`config.mk`:
```
export PLATFORM = sky130hd
export DESIGN_NAME = serial_div
export DESIGN_NICKNAME = d
export VERILOG_FILES = /design/src/rtl/serial_div.sv
export SDC_FILE = /design/constraint.sdc
export NUM_CORES = 2
export LEC_CHECK = 0
export CAP_MARGIN = 10
export CORE_UTILIZATION = 51
export CTS_CLUSTER_SIZE = 10
export DETAILED_ROUTE_END_ITERATION = 6
export DONT_BUFFER_PORTS = 1
export PLACE_DENSITY_LB_ADDON = 0.15
export SYNTH_ARGS = -nofsm -noshare
export SYNTH_HDL_FRONTEND = slang
export SYNTH_SLANG_ARGS = --single-unit
```
`constraint.sdc`:
```
create_clock -name clk -period 59.6 [get_ports clk]
set_clock_uncertainty 0.05 [all_clocks]
set_input_delay 17.88 -clock clk [delete_from_list [all_inputs] [get_ports clk]]
set_output_delay 17.88 -clock clk [all_outputs]
set_load 0.01 [all_outputs]
```
`src/rtl/serial_div.sv`:
```
// ---------------------------------------------------------------------------
// serial_div
//
// Bit-serial restoring divider. A 2*width-bit unsigned dividend and a
// width-bit unsigned divisor arrive on two independent valid/ready channels.
// The unit then produces a width-bit quotient and a width-bit remainder, one
// quotient bit per cycle, MSB first. The result is returned on a single
// valid/ready output channel.
//
// Handshake rule, applied to every channel: a transfer happens on the rising
// edge where valid and ready are both 1. A producer holds its data stable
// while valid=1 and ready=0. Ready may depend on state only, never on the
// partner's valid.
//
// Ports
//   clk            clock, all state on the rising edge
//   asyn_reset     asynchronous, active-high reset
//   dividend       [2*width-1:0] numerator, unsigned
//   dividend_vld   dividend valid
//   dividend_rdy   dividend ready (IDLE and dividend not yet captured)
//   divisor        [width-1:0] denominator, unsigned
//   divisor_vld    divisor valid
//   divisor_rdy    divisor ready (IDLE and divisor not yet captured)
//   quotient       [width-1:0] registered quotient
//   remainder      [width-1:0] registered remainder
//   div_err        registered divide-by-zero / quotient-overflow flag
//   d_out_vld      result valid (state DONE)
//   d_out_rdy      downstream ready
//   dbg_state_o    [1:0] current FSM state (0 IDLE, 1 COMP, 2 DONE)
// ---------------------------------------------------------------------------
module serial_div #(
  parameter int width = 128
) (
  input  logic                 clk,
  input  logic                 asyn_reset,
  input  logic [2*width-1:0]   dividend,
  input  logic                 dividend_vld,
  output logic                 dividend_rdy,
  input  logic [width-1:0]     divisor,
  input  logic                 divisor_vld,
  output logic                 divisor_rdy,
  output logic [width-1:0]     quotient,
  output logic [width-1:0]     remainder,
  output logic                 div_err,
  output logic                 d_out_vld,
  input  logic                 d_out_rdy,
  output logic [1:0]           dbg_state_o
);

  localparam int CNT_W = (width > 1) ? $clog2(width) : 1;

  typedef enum logic [1:0] {
    IDLE = 2'd0,
    COMP = 2'd1,
    DONE = 2'd2
  } state_e;

  state_e               state_q, state_d;
  logic                 dvd_flag_q, dvd_flag_d;
  logic                 dvs_flag_q, dvs_flag_d;
  logic [2*width-1:0]   dvd_q, dvd_d;
  logic [width-1:0]     dvs_q, dvs_d;
  // Partial remainder. The algorithm keeps R < divisor at all times, so the
  // top bit of a (width+1)-bit R is always zero and is not stored.
  logic [width-1:0]     r_q, r_d;
  logic [width-1:0]     lo_q, lo_d;
  logic [width-1:0]     qsh_q, qsh_d;
  logic [CNT_W-1:0]     cnt_q, cnt_d;
  logic [width-1:0]     quo_q, quo_d;
  logic [width-1:0]     rem_q, rem_d;
  logic                 err_q, err_d;

  // Handshake / operand selection
  logic                 cap_dvd, cap_dvs, complete, op_err;
  logic [2*width-1:0]   dvd_eff;
  logic [width-1:0]     dvs_eff;

  // One restoring step
  logic [width:0]       s_val;
  logic                 s_ge;
  logic [width-1:0]     s_diff;

  // Ready is forced low during reset so that no handshake can appear to
  // complete while the state is held cleared.
  assign dividend_rdy = ~asyn_reset & (state_q == IDLE) & ~dvd_flag_q;
  assign divisor_rdy  = ~asyn_reset & (state_q == IDLE) & ~dvs_flag_q;

  assign cap_dvd  = dividend_vld & dividend_rdy;
  assign cap_dvs  = divisor_vld  & divisor_rdy;
  assign complete = (dvd_flag_q | cap_dvd) & (dvs_flag_q | cap_dvs);

  // An operand captured on this edge has not reached its register yet.
  assign dvd_eff  = cap_dvd ? dividend : dvd_q;
  assign dvs_eff  = cap_dvs ? divisor  : dvs_q;

  // A quotient fits in width bits only if the high half is below the divisor.
  assign op_err   = (dvs_eff == '0) || (dvd_eff[2*width-1:width] >= dvs_eff);

  assign s_val    = {r_q, lo_q[width-1]};
  assign s_ge     = (s_val >= {1'b0, dvs_q});
  // S < 2*divisor, so S - divisor < divisor and the low width bits are exact.
  assign s_diff   = s_val[width-1:0] - dvs_q;

  always_comb begin
    state_d    = state_q;
    dvd_flag_d = dvd_flag_q;
    dvs_flag_d = dvs_flag_q;
    dvd_d      = dvd_q;
    dvs_d      = dvs_q;
    r_d        = r_q;
    lo_d       = lo_q;
    qsh_d      = qsh_q;
    cnt_d      = cnt_q;
    quo_d      = quo_q;
    rem_d      = rem_q;
    err_d      = err_q;

    case (state_q)
      IDLE: begin
        if (cap_dvd) begin
          dvd_flag_d = 1'b1;
          dvd_d      = dividend;
        end
        if (cap_dvs) begin
          dvs_flag_d = 1'b1;
          dvs_d      = divisor;
        end
        if (complete) begin
          dvd_flag_d = 1'b0;
          dvs_flag_d = 1'b0;
          if (op_err) begin
            state_d = DONE;
            err_d   = 1'b1;
            quo_d   = '1;
            rem_d   = '0;
          end else begin
            state_d = COMP;
            err_d   = 1'b0;
            r_d     = dvd_eff[2*width-1:width];
            lo_d    = dvd_eff[width-1:0];
            qsh_d   = '0;
            cnt_d   = '0;
          end
        end
      end

      COMP: begin
        r_d   = s_ge ? s_diff : s_val[width-1:0];
        lo_d  = {lo_q[width-2:0], 1'b0};
        qsh_d = {qsh_q[width-2:0], s_ge};
        cnt_d = cnt_q + 1'b1;
        // Last of the width steps: publish the result in the same edge.
        if (cnt_q == CNT_W'(width - 1)) begin
          state_d = DONE;
          quo_d   = qsh_d;
          rem_d   = r_d;
        end
      end

      DONE: begin
        if (d_out_rdy) state_d = IDLE;
      end

      default: state_d = IDLE;
    endcase
  end

  always_ff @(posedge clk or posedge asyn_reset) begin
    if (asyn_reset) begin
      state_q    <= IDLE;
      dvd_flag_q <= 1'b0;
      dvs_flag_q <= 1'b0;
      dvd_q      <= '0;
      dvs_q      <= '0;
      r_q        <= '0;
      lo_q       <= '0;
      qsh_q      <= '0;
      cnt_q      <= '0;
      quo_q      <= '0;
      rem_q      <= '0;
      err_q      <= 1'b0;
    end else begin
      state_q    <= state_d;
      dvd_flag_q <= dvd_flag_d;
      dvs_flag_q <= dvs_flag_d;
      dvd_q      <= dvd_d;
      dvs_q      <= dvs_d;
      r_q        <= r_d;
      lo_q       <= lo_d;
      qsh_q      <= qsh_d;
      cnt_q      <= cnt_d;
      quo_q      <= quo_d;
      rem_q      <= rem_d;
      err_q      <= err_d;
    end
  end

  assign quotient    = quo_q;
  assign remainder   = rem_q;
  assign div_err     = err_q;
  assign d_out_vld   = (state_q == DONE);
  assign dbg_state_o = state_q;

endmodule

```
======== After elaboration in Yosys (flattened, before gate mapping) ========
Cells that the tools add are included.
word-level totals
  bits of input ports ..................... 389
  bits in registers ....................... 1,035
operators by class
  magnitude comparators ................... 2
  reduce and logical (&&, ||, !) cells .... 12
  eq/ne operators ......................... 8
  bitwise gates (word level) .............. 11
  mux-type cells .......................... 33
  add/subtract/negate cells ............... 2
operators by type and width
  cell                                                              number
  128-bit two-way mux                                               12
  128-bit case mux with 2 select lines                              4
  256-bit two-way mux                                               1
  127-bit two-way mux                                               2
  127-bit case mux with 2 select lines                              1
  129-bit by 128-bit greater-or-equal comparator with 1-bit output  1
  128-bit greater-or-equal comparator                               1
  128-bit zero test                                                 1
  128-bit subtractor                                                1
  7-bit two-way mux                                                 2
  7-bit case mux with 2 select lines                                1
  2-bit two-way mux                                                 4
  2-bit != test (second input constant)                             4
  7-bit by 1-bit adder with 7-bit output (second input constant)    1
  7-bit == test (second input constant)                             1
  1-bit AND                                                         6
  2-bit case mux with 3 select lines                                1
  2-bit AND reduction                                               3
  3-bit AND reduction                                               2
  2-bit nonzero test                                                3
  1-bit two-way mux                                                 5
  4-bit AND reduction                                               1
  1-bit inverter                                                    3
  2-bit by 1-bit == test with 1-bit output (second input constant)  1
  other kinds (5)                                                   6

======== Logic depth before layout (Yosys ltp) ========
  depth after elaboration ................. 10
  mapped depth ............................ 24
  depth with buffers taken out ............ 18

======== Worst setup path after synthesis ========
OpenSTA, ideal clock, no wires.
  kind .................................... input to output
  start point ............................. in asyn_reset
  end point ............................... out dividend_rdy
  arrival ................................. 18,423 ps
  stages on the path ...................... 1
  path buffers ............................ 0
  slack ................................... 23,247 ps
  path through ............................ nor4_1
between the ends
  longest elaborated chain between the ends .. 3
ends and longest elaborated chain
  element                 RTL line  source
  start, declared         35        input logic asyn_reset,
  1-bit inverter          85        assign dividend_rdy = ~asyn_reset & (state_q == IDLE) & ~dvd_flag_q;
  1-bit AND (2 in a row)  85
  end, declared           38        output logic dividend_rdy,
Every way passes these cells.

======== Worst setup path in the final report ========
Same ends and word-level chain as after synthesis.

==> flow_summary.json <==
{
  "status": "complete, no violations",
  "htree_levels": 3,
  "syn_nets": 6872,
  "setup_tns_ps": 0,
  "die_w_um": 330,
  "crit_arrival_ps": 18790,
  "slew_headroom": 0.180,
  "die_y_um": 330,
  "antenna_found_initial": 27,
  "viasPerCell": 6.08,
  "rows": 119,
  "synthesis.area_sq_um": 54700,
  "vias": 45300,
  "clk_pin_slew_ps": 60,
  "grt_max_degree": 186,
  "die_area_sq_um": 109000,
  "cap_violations": 0,
  "synth-edff-count": 0,
  "drc": 0,
  "grt_pass1_vias": 43700,
  "reg2reg_slack_ps": 49000,
  "path_delay_family": "simple AND/OR/NAND/NOR gates",
  "power_switching_share": 0.489,
  "finalNonFillerCells": 7452,
  "finalPower_mw": 4.28,
  "insertion_delay_ps": 740,
  "numCtsBuffers": 117,
  "start_util": 0.517,
  "cts_tree": "built",
  "dp_hpwl_um": 139000,
  "io_pins": 651,
  "ir_drop_mv": 0.0488,
  "netlist_instances": 6225,
  "slew_viol_final": 0,
  "rr_worst_depth": 19,
  "powerDensity_nw_per_um2": 72.8,
  "nets": 6660,
  "worstPathCellList": "nor4_1",
  "finalWirelength_um": 187000,
  "critPathMaxFanout": 3,
  "rsz0062_at_grt": "false",
  "p_int_mw": 2.19,
  "finalCritPeriodShare": 0.616,
  "grt-ovfl-total": 0,
  "seqPwrFrac": 0.293,
  "drt_iter0_markers": 4364,
  "synth.distinct_cells": 94,
  "avgSynthCellArea_sq_um": 8.79,
  "async_flop_share": 1.00,
  "post-cts-setup-buffers": 0,
  "ys_ff_latch": 1035,
  "port_buffers": 0,
  "leakage_nw": 28.3,
  "clock_sinks": 1035,
  "layout_common_cells": "nand2_1, dfrtp_1, nor2_1",
  "hold_path_class": "flop to flop",
  "holdPathStages": 2,
  "critPathCaptureType": "output port",
  "synth_seq_area_share": 0.473,
  "fin_util": 0.555,
  "fp.coreArea_sq_um": 106000,
  "power.switching_mw": 2.09,
  "clkPwrFrac": 0.152,
  "ys_warn_count": 0,
  "cp_slowest_cell": "nor4_1",
  "combPwrFrac": 0.555,
  "cts_buffer_depth": 3,
  "slowest_delay_ps": 910,
  "dr.pass1.iters": 6,
  "cp_data_required_time_ps": 41670,
  "root_buffer": "clkbuf_16",
  "ant_nets": 0,
  "setup-violations-final": 0,
  "fin_crit_ps": 36720,
  "grt_pass1_wl_um": 278000,
  "track_usage": 0.339,
  "final_common_cell": "nand2_1",
  "placedCellCount": 7285,
  "area_growth_pct": 7.31,
  "drive_gt1_frac": 0.0404,
  "critPathKind": "input pin to output port",
  "wire_per_inst_um": 25.0,
  "synth_ff_type": "dfrtp_1",
  "hold_buffers": 0,
  "crit_cells": 1,
  "gp_congestion": 0.983,
  "finalHoldViolCount": 0,
  "max_freq_mhz": 27.2,
  "worstMarginPinSlew_ps": 1220,
  "crit_buf_inv": 0,
  "cts_resized": 0,
  "cp-start-kind": "input pin"
}
path summary, 6_finish.rpt:
check                               start           end
setup / recovery               asyn_reset  dividend_rdy
hold / removal                 dvd_q[212]    dvd_q[212]
setup reg to reg           dbg_state_o[1]     lo_q[111]
hold reg to reg                dvd_q[212]    dvd_q[212]
max in group asynchronous      asyn_reset    dvd_q[108]
min in group asynchronous      asyn_reset    dvd_q[189]
power groups by stage:
stage | clock network [mW] | logic (mW) | registers [mW]
2_1_floorplan | 0 | 1.69 | 1.18
3_5_place_dp | 0 | 2.32 | 1.26
6_report | 0.652 | 2.37 | 1.25
3_3_place_gp | 0 | 2.29 | 1.25
4_1_cts | 0.662 | 2.34 | 1.25
5_1_grt | 0.690 | 2.60 | 1.28
through the flow:
stage / setup slack (ps) / cell area [sq um] / hold WS [ps]
3_3_place_gp: 22980 / 55400 / 401
5_1_grt: 22830 / 58700 / 425
2_1_floorplan: 12540 / 54700 / 389
4_1_cts: 22890 / 58700 / 419
6_report: 22880 / 58700 / 415
3_5_place_dp: 22890 / 55400 / 406
logic make-up after synthesis:
| family | count (synthesis) | synth area share |
|---|---|---|
| AOI/OAI and AO/OA | 1528 | 0.183 |
| xor gates and xnor gates | 122 | 0.0195 |
| muxes | 157 | 0.0288 |
| buffers and inverters | 697 | 0.0508 |
| DFF | 1035 | 0.473 |
| adders and majority gates | 258 | 0.0591 |
| and+or+nand+nor | 2428 | 0.186 |
Yosys cell counts (11+ instances only):
master | count | area [sq um]
o21a_1 | 24 | 180
a21o_1 | 210 | 1580
o21ai_1 | 31 | 155
nor3_1 | 173 | 866
o211ai_1 | 11 | 82.6
nor4_1 | 78 | 488
a211oi_1 | 14 | 105
nand2b_1 | 17 | 106
xor2_1 | 46 | 403
o31ai_1 | 78 | 586
xnor2_1 | 76 | 666
nand4_1 | 120 | 751
a221o_1 | 17 | 170
mux2i_1 | 154 | 1540
clkbuf_1 | 266 | 998
a31oi_1 | 27 | 169
o21bai_1 | 44 | 330
o21ai_0 | 369 | 1850
ha_1 | 257 | 3220
o221ai_1 | 11 | 96.3
nor2_1 | 569 | 2140
buf_2 | 94 | 470
a21oi_1 | 341 | 1710
a22o_1 | 131 | 1150
dfrtp_1 | 1035 | 25900
a22oi_1 | 121 | 908
nand3_1 | 45 | 225
nand2_1 | 1359 | 5100
inv_1 | 313 | 1170
buf_1 | 15 | 56.3
layout make-up:
| type | instances | area, sq um |
|---|---|---|
| multi-input combinational | 4493 | 26100 |
| clock buffer | 143 | 3090 |
| sequential | 1035 | 25900 |
| inverter | 313 | 1180 |
| timing repair buffer | 53 | 448 |
| antenna | 14 | 35.0 |
| fill | 9755 | 47100 |
| clock inverter | 10 | 211 |
| tap | 1391 | 1740 |
routing by layer:
layer	global-route usage	up-vias	share of wire
met5	0	-	0.0012
met4	0.141	36	0.044
met3	0.0946	367	0.091
met2	0.512	1637	0.44
met1	0.458	22200	0.42
li1	-	21000	-
state kept, by name (all words and copies together) (netlist names):
| signal | flops |
|---|---|
| dbg_state_o | 2 |
| dvd_q | 256 |
| qsh_q | 127 |
| quotient | 128 |
| remainder | 128 |
| cnt_q | 7 |
| div_err | 1 |
| dvs_q | 128 |
| dvd_flag_q | 1 |
| r_q | 128 |
| lo_q | 128 |
| dvs_flag_q | 1 |
(Power assumes the default switching activity.)
